### src/rtl/address_table_writer_pkg.sv
// ============================================================================
// Module      : address_table_writer_pkg
// Description : Shared sizing defaults, count width and FSM encodings for the
//               literal->clause address table writer.
// Revision    : 1.0 - initial release
// ============================================================================
`default_nettype none

package address_table_writer_pkg;

  localparam int ATW_MCPV_DEFAULT = 20;
  localparam int ATW_LAW_DEFAULT  = 11;
  localparam int ATW_NV_DEFAULT   = 32;
  localparam int ATW_CNT_W        = 5;

  localparam logic [2:0] ST_IDLE  = 3'd0;
  localparam logic [2:0] ST_CLEAR = 3'd1;
  localparam logic [2:0] ST_LOAD  = 3'd2;
  localparam logic [2:0] ST_DONE  = 3'd3;
  localparam logic [2:0] ST_ERR   = 3'd4;

endpackage

`default_nettype wire

### src/rtl/address_table_writer_if.sv
// ============================================================================
// Module      : address_table_writer_if
// Description : Count stream in / table write port out of the table writer.
// Revision    : 1.0 - initial release
// ============================================================================
`default_nettype none

interface address_table_writer_if
  import address_table_writer_pkg::*;
#(
  parameter int LAW  = ATW_LAW_DEFAULT,
  parameter int MCPV = ATW_MCPV_DEFAULT
);
  logic                 start_i;
  logic                 in_valid_i;
  logic                 in_ready_o;
  logic [LAW:0]         in_idx_i;
  logic [ATW_CNT_W-1:0] in_cnt_i;
  logic                 in_last_i;
  logic                 wr_en_o;
  logic [LAW:0]         wr_idx_o;
  logic [LAW-1:0]       wr_addr_o;
  logic [MCPV-1:0]      wr_mask_o;

  modport slave (
    input  start_i, in_valid_i, in_idx_i, in_cnt_i, in_last_i,
    output in_ready_o, wr_en_o, wr_idx_o, wr_addr_o, wr_mask_o
  );

  modport master (
    output start_i, in_valid_i, in_idx_i, in_cnt_i, in_last_i,
    input  in_ready_o, wr_en_o, wr_idx_o, wr_addr_o, wr_mask_o
  );
endinterface

`default_nettype wire

### src/rtl/address_table_writer_occ_mask_gen.sv
// ============================================================================
// Module      : occ_mask_gen
// Description : Occurrence count to thermometer occupancy mask ((1<<cnt)-1).
// Revision    : 1.0 - initial release
// ============================================================================
`default_nettype none

module occ_mask_gen #(
  parameter int MCPV = 20,
  parameter int CW   = 5
) (
  input  logic [CW-1:0]   cnt_i,
  output logic [MCPV-1:0] mask_o
);

  for (genvar i = 0; i < MCPV; i++) begin : g_bit
    assign mask_o[i] = (cnt_i > CW'(i));
  end

endmodule

`default_nettype wire

### src/rtl/address_table_writer.sv
// ============================================================================
// Module      : address_table_writer
// Description : Prefix-sums per-literal clause counts into base addresses and
//               writes {base, mask} per literal. Optional ATW_CLEAR_EN zeroes
//               the whole table before loading.
// Revision    : 1.0 - initial release
// ============================================================================
`default_nettype none

module address_table_writer
  import address_table_writer_pkg::*;
#(
  parameter int MAX_CLAUSES_PER_VARIABLE = ATW_MCPV_DEFAULT,
  parameter int LITERAL_ADDRESS_WIDTH    = ATW_LAW_DEFAULT,
  parameter int NV                       = ATW_NV_DEFAULT
) (
  input  logic                           clk,
  input  logic                           reset,
  address_table_writer_if.slave          bus,
  output logic                           busy_o,
  output logic                           done_o,
  output logic                           err_o,
  output logic [LITERAL_ADDRESS_WIDTH:0] used_o
);

  localparam int LAW     = LITERAL_ADDRESS_WIDTH;
  localparam int MCPV    = MAX_CLAUSES_PER_VARIABLE;
  localparam int AT_SIZE = 2 * NV;
  localparam int IDX_W   = LAW + 1;
  localparam int SUM_W   = LAW + 2;

  localparam logic [SUM_W-1:0]     c_ADDR_SPAN = SUM_W'(1) << LAW;
  localparam logic [IDX_W-1:0]     c_AT_SIZE   = IDX_W'(AT_SIZE);
  localparam logic [ATW_CNT_W-1:0] c_MCPV      = ATW_CNT_W'(MCPV);

  logic [2:0]       r_state;
  logic [LAW:0]     r_base;
  logic [SUM_W-1:0] w_sum;
  logic [MCPV-1:0]  w_mask;
  logic             w_accept;
  logic             w_bad;
  logic [2:0]       w_start_state;
`ifdef ATW_CLEAR_EN
  logic [IDX_W-1:0] r_clr_idx;
  assign w_start_state = ST_CLEAR;
`else
  assign w_start_state = ST_LOAD;
`endif

  occ_mask_gen #(
    .MCPV (MCPV),
    .CW   (ATW_CNT_W)
  ) u_occ_mask_gen (
    .cnt_i  (bus.in_cnt_i),
    .mask_o (w_mask)
  );

  assign bus.in_ready_o = (r_state == ST_LOAD);
  assign busy_o         = (r_state == ST_LOAD) || (r_state == ST_CLEAR);
  assign used_o         = r_base;
  assign w_accept       = bus.in_valid_i && (r_state == ST_LOAD);
  assign w_sum          = {1'b0, r_base} + SUM_W'(bus.in_cnt_i);
  // Landing exactly on the end of clause memory is legal; past it is not.
  assign w_bad          = (bus.in_cnt_i > c_MCPV) || (bus.in_idx_i >= c_AT_SIZE) ||
                          (w_sum > c_ADDR_SPAN);

  always_ff @(posedge clk or posedge reset) begin
    if (reset) begin
      r_state       <= ST_IDLE;
      r_base        <= '0;
      err_o         <= 1'b0;
      done_o        <= 1'b0;
      bus.wr_en_o   <= 1'b0;
      bus.wr_idx_o  <= '0;
      bus.wr_addr_o <= '0;
      bus.wr_mask_o <= '0;
`ifdef ATW_CLEAR_EN
      r_clr_idx     <= '0;
`endif
    end else begin
      bus.wr_en_o <= 1'b0;
      done_o      <= 1'b0;
      case (r_state)
        ST_IDLE, ST_DONE, ST_ERR: begin
          if (bus.start_i) begin
            r_state <= w_start_state;
            r_base  <= '0;
            err_o   <= 1'b0;
`ifdef ATW_CLEAR_EN
            r_clr_idx <= '0;
`endif
          end
        end
`ifdef ATW_CLEAR_EN
        ST_CLEAR: begin
          bus.wr_en_o   <= 1'b1;
          bus.wr_idx_o  <= r_clr_idx;
          bus.wr_addr_o <= '0;
          bus.wr_mask_o <= '0;
          r_clr_idx     <= r_clr_idx + 1'b1;
          if (r_clr_idx == c_AT_SIZE - 1'b1) begin
            r_state <= ST_LOAD;
          end
        end
`endif
        ST_LOAD: begin
          if (w_accept) begin
            if (w_bad) begin
              r_state <= ST_ERR;
              err_o   <= 1'b1;
            end else begin
              bus.wr_en_o   <= 1'b1;
              bus.wr_idx_o  <= bus.in_idx_i;
              bus.wr_addr_o <= r_base[LAW-1:0];
              bus.wr_mask_o <= w_mask;
              r_base        <= w_sum[LAW:0];
              if (bus.in_last_i) begin
                r_state <= ST_DONE;
                done_o  <= 1'b1;
              end
            end
          end
        end
        default: r_state <= ST_IDLE;
      endcase
    end
  end

endmodule

`default_nettype wire

### src/flat_wrapper.sv
// flat-port wrapper written by rule: the top's interface ports become plain ports
module address_table_writer_flat import address_table_writer_pkg::*;
#(
  parameter int MAX_CLAUSES_PER_VARIABLE = ATW_MCPV_DEFAULT,
  parameter int LITERAL_ADDRESS_WIDTH    = ATW_LAW_DEFAULT,
  parameter int NV                       = ATW_NV_DEFAULT
)
  (clk, reset, busy_o, done_o, err_o, used_o, bus_start_i, bus_in_valid_i, bus_in_idx_i, bus_in_cnt_i, bus_in_last_i, bus_in_ready_o, bus_wr_en_o, bus_wr_idx_o, bus_wr_addr_o, bus_wr_mask_o);
  address_table_writer_if #(.LAW(11), .MCPV(20)) bus_i ();
  input  logic clk;
  input  logic reset;
  output logic busy_o;
  output logic done_o;
  output logic err_o;
  output logic [LITERAL_ADDRESS_WIDTH:0] used_o;
  input wire logic [$bits(bus_i.start_i)-1:0] bus_start_i;
  input wire logic [$bits(bus_i.in_valid_i)-1:0] bus_in_valid_i;
  input wire logic [$bits(bus_i.in_idx_i)-1:0] bus_in_idx_i;
  input wire logic [$bits(bus_i.in_cnt_i)-1:0] bus_in_cnt_i;
  input wire logic [$bits(bus_i.in_last_i)-1:0] bus_in_last_i;
  output wire logic [$bits(bus_i.in_ready_o)-1:0] bus_in_ready_o;
  output wire logic [$bits(bus_i.wr_en_o)-1:0] bus_wr_en_o;
  output wire logic [$bits(bus_i.wr_idx_o)-1:0] bus_wr_idx_o;
  output wire logic [$bits(bus_i.wr_addr_o)-1:0] bus_wr_addr_o;
  output wire logic [$bits(bus_i.wr_mask_o)-1:0] bus_wr_mask_o;
  assign bus_i.start_i = bus_start_i;
  assign bus_i.in_valid_i = bus_in_valid_i;
  assign bus_i.in_idx_i = bus_in_idx_i;
  assign bus_i.in_cnt_i = bus_in_cnt_i;
  assign bus_i.in_last_i = bus_in_last_i;
  assign bus_in_ready_o = bus_i.in_ready_o;
  assign bus_wr_en_o = bus_i.wr_en_o;
  assign bus_wr_idx_o = bus_i.wr_idx_o;
  assign bus_wr_addr_o = bus_i.wr_addr_o;
  assign bus_wr_mask_o = bus_i.wr_mask_o;
  address_table_writer #(.MAX_CLAUSES_PER_VARIABLE(MAX_CLAUSES_PER_VARIABLE), .LITERAL_ADDRESS_WIDTH(LITERAL_ADDRESS_WIDTH), .NV(NV)) u_core (.clk(clk), .reset(reset), .bus(bus_i), .busy_o(busy_o), .done_o(done_o), .err_o(err_o), .used_o(used_o));
endmodule
### config.mk
export PLATFORM = sky130hd
export DESIGN_NAME = address_table_writer_flat
export DESIGN_NICKNAME = d
export VERILOG_FILES = /design/src/rtl/address_table_writer_pkg.sv /design/src/rtl/address_table_writer_if.sv /design/src/rtl/address_table_writer_occ_mask_gen.sv /design/src/rtl/address_table_writer.sv /design/src/flat_wrapper.sv
export SDC_FILE = /design/constraint.sdc
export NUM_CORES = 1
export LEC_CHECK = 0
export BUFFER_PORTS_ARGS = -buffer_cell sky130_fd_sc_hd__clkbuf_2
export CORE_ASPECT_RATIO = 1.5
export CORE_UTILIZATION = 47
export DETAILED_ROUTE_END_ITERATION = 16
export GPL_ROUTABILITY_DRIVEN = 0
export PLACE_DENSITY = 0.76
export SLEW_MARGIN = 20
export SYNTH_ARGS = -nofsm -noshare
export SYNTH_HDL_FRONTEND = slang
export SYNTH_HIERARCHICAL = 1
export SYNTH_SLANG_ARGS = --single-unit
export TNS_END_PERCENT = 30
### constraint.sdc
create_clock -name clk -period 3.1 [get_ports clk]
set_input_delay 0.775 -clock clk [delete_from_list [all_inputs] [get_ports clk]]
set_output_delay 0.775 -clock clk [all_outputs]
set_load 0.005 [all_outputs]
Yosys cells after proc, flatten, opt, wreduce, memory -nomap -nowiden
Cells that the tools add are included.
Word-level totals
  register bits: 61
  input bits: 22
  output and inout port bits: 60
  word-level logic and storage cells: 73
Cells by class
  add/subtract/negate cells: 1
  order comparisons: 23
  equal/unequal tests: 9
  multiplexer cells: 20
  bitwise logic cells: 1
  reductions and logical operators: 11
Operators with widths (number)
  $gt 5x4->1 const B: 8
  $mux 12: 3
  $gt 5x5->1 const B: 5
  $pmux 12 s2: 1
  $gt 5x3->1 const B: 4
  $add 12x5->13: 1
  $gt 13x12->1 const B: 1
  $ge 12x7->1 const B: 1
  $mux 3: 4
  $gt 5x1->1 const B: 2
  $gt 5x2->1 const B: 2
  $mux 1: 10
  $reduce_and 4->1: 2
  $eq 3x2->1 const B: 2
  $pmux 3 s2: 1
  $reduce_and 3->1: 2
  $ne 2x1->1 const B: 2
  $ne 2x2->1 const B: 2
  $eq 3x1->1 const B: 1
  $eq 3x3->1 const B: 1
  $logic_not 3->1: 1
  $logic_or 1x1->1: 3
  $ne 3x2->1 const B: 1
  $reduce_or 3->1: 1
  other kinds (4): 4

Depth between registers and ports, before layout
Gate-level depths: netlist (run 1).
  depth after elaboration: 6
  gate-level depth with buffers: 12
  gate-level depth less buffers: 10

Modules after synthesis
The synthesis (run 1) kept the hierarchy.
Modules (own cells, without submodules)
  address_table_writer: instances 1, cells each 225, area each 2822.7 um^2, sequential area each 1526.5 um^2
  occ_mask_gen: instances 1, cells each 34, area each 201.4 um^2, sequential area each 0.0 um^2

Worst setup path before layout (run 1)
Ideal clock, no wire load.
  kind: in2reg
  from: input port bus_in_cnt_i[0]
  to: register u_core.r_base[5], in the netlist u_core/used_o[5]
  setup time: 0.126 ns
  data arrival time: 3.233 ns
  data required time: 2.974 ns
  slack: -0.259 ns
  cell stages on the path: 12
  buffers on the path: 2
  cell sequence: ha_1 fa_1 a21oi_1 o211a_4 mux2i_1 a2111oi_2 o221a_1 o2111a_1 buf_6 nor2b_2 buf_6 a221o_1
Between the ends
  word-level cells in the longest chain between the ends: 5
  elaborated cells between the ends (all ways): 10
  those cells by class: add/sub: 1; order compare: 2; eq/ne: 1; mux: 3; reduce/logical: 3
RTL lines
  start, declared: RTL line flat_wrapper.sv:19  | input wire logic [$bits(bus_i.in_cnt_i)-1:0] bus_in_cnt_i;
  $add 12x5->13 or $gt 5x5->1 (tied branches): RTL line address_table_writer.sv:62, address_table_writer.sv:64
  $gt 13x12->1 or $logic_or 1x1->1 (tied branches): RTL line address_table_writer.sv:65, address_table_writer.sv:64
  $logic_or 1x1->1: RTL line address_table_writer.sv:64  | assign w_bad = (bus.in_cnt_i > c_MCPV) || (bus.in_idx_i >= c_AT_SIZE) ||
  $ne 2x2->1 (no source line)
  $reduce_and 4->1 (no source line)
  end signal, assigned: RTL line address_table_writer.sv:116  | r_base <= w_sum[LAW:0];
  end, declared: RTL line address_table_writer.sv:37  | logic [LAW:0] r_base;
Parallel ways exist; a longest one is shown, timed or not. The select of a mux whose other input is x is not followed.
A chain may end at the register's enable or synchronous reset.

Worst setup path after layout (run 1)
  from: input port bus_in_cnt_i[4]
  to: register u_core.bus.wr_mask_o[8]
Between the ends
  word-level cells in the longest chain between the ends: 5
  elaborated cells between the ends (all ways): 8
  those cells by class: add/sub: 1; order compare: 3; bitwise: 1; reduce/logical: 3
RTL lines
  $add 12x5->13 or $gt 5x5->1 (tied branches): RTL line address_table_writer.sv:62, address_table_writer.sv:64
  $gt 13x12->1 or $logic_or 1x1->1 (tied branches): RTL line address_table_writer.sv:65, address_table_writer.sv:64
  $logic_or 1x1->1: RTL line address_table_writer.sv:64
  $not 1->1 (no source line)
  $reduce_and 3->1 (no source line)
  end signal, assigned: RTL line address_table_writer.sv:115  | bus.wr_mask_o <= w_mask;
  end, declared: RTL line address_table_writer_if.sv:27  | output in_ready_o, wr_en_o, wr_idx_o, wr_addr_o, wr_mask_o
Parallel ways exist; a longest one is shown, timed or not.

==> results.json, run 1 <==
{
  "clock_latency_ps": 330,
  "status": "finished, violations left",
  "critical_path_class": "in -> reg",
  "via_per_inst": 5.373,
  "yosysUniqueCellTypes": 50,
  "synth_area_um2": 3024,
  "die_area_um2": 6766,
  "yosysSeqAreaShare_pct": 50.48,
  "synth.avg_cell_area_um2": 11.68,
  "clkSlewWorstSetupHoldPaths_ps": 60,
  "p_leak_nw": 2.164,
  "grt_overflow": 0,
  "multi_input_area_um2": 1599,
  "grt_setup_unrepaired": "yes",
  "ir_worst_vdd_mv": 0.3598,
  "dp_cells": 430,
  "setup_viol": 8,
  "port_buffers": 81,
  "hpwl_mm": 4.911,
  "fin_skew_ps": 4.116,
  "worst_slew_pin_slew_ps": 419.1,
  "async_flop_share_pct": 100.0,
  "violations": "setup timing",
  "fin_crit_sh_pct": 100.8,
  "grt_max_degree": 33,
  "num_antenna_cells": 0,
  "vias": 2418,
  "htree_levels": 3,
  "grt_pass1_wl_mm": 11.03,
  "ant_nets": 0,
  "layout.nets": 401,
  "hold_path.class": "in -> async",
  "mostFrequentLayoutCell": "clkbuf_2",
  "numCtsBuffers": 9,
  "grt_pass1_vias": 2386,
  "synthFlopType": "dfrtp_1",
  "fillers": 463,
  "io_pins": 82,
  "syn-num-nets": 287,
  "coreArea_um2": 6175,
  "path_max_fanout": 6,
  "grt.total_usage_pct": 22.14,
  "cts.root.buffer_cell": "clkbuf_8",
  "slew_headroom_pct": 72.06,
  "routedWlPerCell_um": 16.09,
  "cap_violations": 0,
  "start_util_pct": 48.98,
  "drc_errors": 0,
  "hold_viol": 0,
  "layout_common_cells": "clkbuf_2 (80), dfrtp_1 (61), mux2_4 (37)",
  "max_freq_ghz": 0.3200,
  "wirelength_mm": 7.239,
  "cp-start-kind": "input port",
  "finalCriticalPeriod_ps": 3125,
  "die_y_um": 100.2,
  "drive_gt1_share_pct": 52.93,
  "seq_area_um2": 1526,
  "drt_iter0_drc": 164,
  "worstPathArrival_ps": 3340,
  "detail_route.first_pass.iterations": 4,
  "setup_ws_ps": -25.11,
  "p_per_area_nw_per_um2": 469.4,
  "layout.cells.non_filler": 450,
  "row_count": 35,
  "cts_buffer_depth": 2,
  "grt_antenna_before_repair": 0,
  "synth-edff-count": 0,
  "cts_tree": "yes",
  "die_x_um": 67.50,
  "end_kind": "flop",
  "ys_ff_latch": 61,
  "numClockSinks": 61,
  "cp.required_ps": 3320,
  "pre_cts_ws_ps": -478.0,
  "drv_slew": 0,
  "syn2layout_area_growth_pct": 38.89,
  "ys_warn_count": 6,
  "synth_cells": 259
}
-- state kept, by name, summed over array words and instances (netlist names) --
register	cells
u_core/bus.wr_idx_o	12
u_core/r_state	3
u_core/used_o	12
u_core/bus.wr_en_o	1
u_core/done_o	1
u_core/bus.wr_addr_o	11
u_core/bus.wr_mask_o	20
u_core/err_o	1
-- worst max-delay path, stage by stage --
cell       delay (ps)
clkbuf_2          100
ha_1              330
nand3_1           120
o211a_4           280
or2_4             240
a2111oi_4         330
o221a_1           240
o2111a_2          340
buf_6             160
clkbuf_16         140
mux2_4            290
-- logic make-up after synthesis --
family	share of synthesized area, %
buffers and inverters	4.675
multiplexers	14.48
flip-flops	50.48
adder cells (fa/ha/maj)	2.731
AO/OA/AOI/OAI	12.33
AND/OR/NAND/NOR	13.86
XOR/XNOR	1.448
-- where the power goes --
part / switching (mW) / internal [mW]
combinational: 0.188 / 0.209
sequential: 0.0551 / 0.864
clock: 0.289 / 0.367
-- synthesized netlist by cell type (6+ instances only) --
cell type / number / area share (%)
dfrtp_1: 61 / 50
o21ai_0: 6 / 0.99
a221o_1: 6 / 2.0
a21oi_1: 9 / 1.5
nand2_1: 13 / 1.6
nand2b_1: 6 / 1.2
and3_1: 7 / 1.4
nor2_1: 19 / 2.4
mux2_2: 38 / 14
nor2b_1: 8 / 1.7
-- final cells by class --
class                   count  share of cell area, %
clock buffers              13                  4.260
multi-input cells         176                  38.07
inverters                   5                 0.4468
clock inverters             1                 0.1192
repair buffers            120                  18.56
well taps                  74                  2.204
flip-flops and latches     61                  36.34
-- routing by layer --
layer  vias up  part of all wire, %  wire (um)  track usage [%]
met5         -                    0          0                0
met1      1189                   41       2957            26.80
met2        82                   53       3829            35.03
li1       1138                    -          -                -
met4         0                  1.6        117            11.29
met3         9                  4.6        333            6.250
-- timing repair --
item,CTS,global route
endpoints found under the setup margin,47,48
cloned,1,1
resized for setup,11,41
setup buffers,4,1
pin swaps,6,1
hold buffers,0,0
-- metrics by stage --
| stage | TNS, ps | total power [mW] | hold WS, ps | instance area (um2) | util [%] |
|---|---|---|---|---|---|
| floorplan | -6058 | 1.146 | 463.4 | 3074 | - |
| global placement | -19180 | 1.278 | 477.7 | 3725 | 60.32 |
| detailed placement | -23160 | 1.292 | 487.2 | 3725 | 60.32 |
| CTS | -100.4 | 1.962 | 347.3 | 4033 | 65.31 |
| global route | -3190 | 2.081 | 355.3 | 4200 | 68.02 |
| finish | -108.8 | 1.972 | 357.7 | 4200 | 68.02 |
-- worst paths after layout --
kind / from / to / slack (ps) / cells past startpoint
max: bus_in_cnt_i[4] / u_core/bus.wr_mask_o[8] / -30 / 11
min: reset / u_core/bus.wr_idx_o[4] / 360 / 2
max reg2reg: u_core/used_o[4] / u_core/bus.wr_mask_o[8] / 70 / 10
min reg2reg: u_core/err_o / u_core/err_o / 500 / 1
max in group asynchronous: reset / u_core/bus.wr_mask_o[10] / 2030 / 3
min in group clk: u_core/err_o / u_core/err_o / 500 / 1
Power figures use the tool's default switching activity.
==> run 2, diff against run 1 <==
--- a/config.mk
+++ b/config.mk
@@ -6,8 +6,10 @@
 export NUM_CORES = 1
 export LEC_CHECK = 0
 export BUFFER_PORTS_ARGS = -buffer_cell sky130_fd_sc_hd__clkbuf_2
+export CELL_PAD_IN_SITES_DETAIL_PLACEMENT = 1
+export CELL_PAD_IN_SITES_GLOBAL_PLACEMENT = 1
 export CORE_ASPECT_RATIO = 1.5
-export CORE_UTILIZATION = 47
+export CORE_UTILIZATION = 37
 export DETAILED_ROUTE_END_ITERATION = 16
 export GPL_ROUTABILITY_DRIVEN = 0
 export PLACE_DENSITY = 0.76
==> run 2 against run 1 <==
  * The flow still finishes with violations (setup timing)
  * Utilization fell by 13 points
  * Via count up 6.3%
  * Register-to-register slack lost 60 ps
  * Non-clock buffer count rose by 7
  * Largest cell class unchanged
  * Largest power group unchanged
  * Highest routed layer unchanged
==> results.json, run 2 (synthesized netlist as in run 1, its figures left out) <==
{
  "setup_ws_ps": -107.1,
  "wl_met3_um": 324,
  "fin_area_um2": 4418,
  "worstPathArrival_ps": 3460,
  "cap_violations": 0,
  "slew_headroom_pct": 68.10,
  "grt_pass1_wl_mm": 12.69,
  "status": "finished, violations left",
  "finalCriticalPeriod_ps": 3207,
  "wirelength_mm": 9.392,
  "via_per_inst": 5.245,
  "drv_slew": 0,
  "hold_path.class": "in -> async",
  "hold_buffers": 0,
  "grt_setup_unrepaired": "yes",
  "p_leak_nw": 2.254,
  "die_area_um2": 8546,
  "timing.hold.ws_ps": 491.6,
  "final_util_pct": 55.52,
  "grt.total_usage_pct": 20.21,
  "port_buffers": 81,
  "cts_tree": "yes",
  "fin_crit_sh_pct": 103.5,
  "fillers": 879,
  "drc_errors": 0,
  "violations": "setup timing",
  "numClockSinks": 61,
  "postPlaceCellArea_um2": 3766,
  "drt_iter0_drc": 76,
  "hpwl_mm": 5.529,
  "start_util_pct": 38.00,
  "syn2layout_area_growth_pct": 46.09,
  "drive_gt1_share_pct": 54.29,
  "ant_nets": 0,
  "dp_cells": 463,
  "end_kind": "flop",
  "mostFrequentLayoutCell": "clkbuf_2",
  "cts.root.buffer_cell": "clkbuf_16",
  "grt_overflow": 0,
  "die_y_um": 112.7,
  "max_freq_ghz": 0.3118,
  "vias": 2570,
  "largest_reg_flops": 20,
  "layout_common_cells": "clkbuf_2 (80), dfrtp_1 (61), buf_4 (33)",
  "layout.nets": 408,
  "layout.cells.non_filler": 490,
  "met1_length_mm": 3.378,
  "ir_worst_vdd_mv": 0.2893,
  "worst_slew_pin_slew_ps": 478.6,
  "path_max_fanout": 8,
  "grt_antenna_before_repair": 0,
  "grt_max_degree": 38,
  "routedWlPerCell_um": 19.17,
  "die_x_um": 75.82,
  "critical_path_class": "in -> reg",
  "row_count": 40,
  "p_per_area_nw_per_um2": 506.6,
  "io_pins": 82,
  "top_layer_used": "met4",
  "largest_register": "u_core/bus.wr_mask_o",
  "clock_latency_ps": 320,
  "clkSlewWorstSetupHoldPaths_ps": 50,
  "grt_pass1_vias": 2547,
  "met2_length_mm": 5.396,
  "num_antenna_cells": 0,
  "cp-start-kind": "input port",
  "fin_skew_ps": 5.582,
  "cp.required_ps": 3360,
  "hold_viol": 0,
  "detail_route.first_pass.iterations": 4,
  "cts_buffer_depth": 2,
  "coreArea_um2": 7958,
  "setup_viol": 47,
  "numCtsBuffers": 9,
  "htree_levels": 3
}
==> run 2: worst paths after layout <==
kind	from	end	slack, ps	depth (start not counted)
setup / recovery	bus_in_cnt_i[0]	u_core/used_o[2]	-110	14
hold / removal	reset	u_core/r_state[2]	490	3
setup reg to reg	u_core/used_o[1]	u_core/used_o[2]	10	12
hold reg to reg	u_core/err_o	u_core/err_o	500	1
max in group asynchronous	reset	u_core/bus.wr_addr_o[0]	2200	3
min in group clk	u_core/err_o	u_core/err_o	500	1
==> run 2: cell type report <==
type	count	area, um2	area share [%]
Timing Repair Buffer	127	884.6	20.02
Clock buffer	15	267.8	6.061
Sequential cell	61	1526	34.55
Inverter	5	18.77	0.4248
Multi-Input combinational cell	176	1584	35.85
Tap cell	105	131.4	2.974
Clock inverter	1	5.005	0.1133
==> run 2: layer usage <==
layer	GRT usage [%]	up-vias
li1	-	1165
met2	36.11	75
met1	21.95	1310
met4	7.778	0
met3	5.254	20
met5	0	-
==> run 2: timing repair <==
action	in CTS	in global routing
pin swaps	6	15
cloned	1	3
resized for setup	11	39
setup buffers	5	2
endpoints found under the setup margin	49	49
==> run 2: worst max-delay path: stages <==
cell	delay (ps)
buf_8	100
ha_4	160
buf_6	110
a211oi_4	330
o21ai_2	120
a21oi_2	200
mux2_4	320
o221a_1	240
o2111a_2	300
buf_6	140
buf_6	120
nor2b_4	240
buf_6	160
a22o_1	130
==> run 2: metrics by stage <==
| stage | total power [mW] | setup slack (ps) | setup TNS (ps) |
|---|---|---|---|
| after global placement | 1.283 | -429.4 | -21110 |
| after floorplan | 1.146 | -136.2 | -6058 |
| final | 2.238 | -107.1 | -1868 |
| after CTS | 2.223 | -41.47 | -691.0 |
| after detailed placement | 1.298 | -497.5 | -24410 |
| after global routing | 2.336 | -243.7 | -6882 |
==> run 2: where the power goes <==
group	switching [mW]	total, mW	internal [mW]
clock	0.322	0.905	0.583
sequential	0.0568	0.922	0.866
combinational	0.201	0.410	0.210
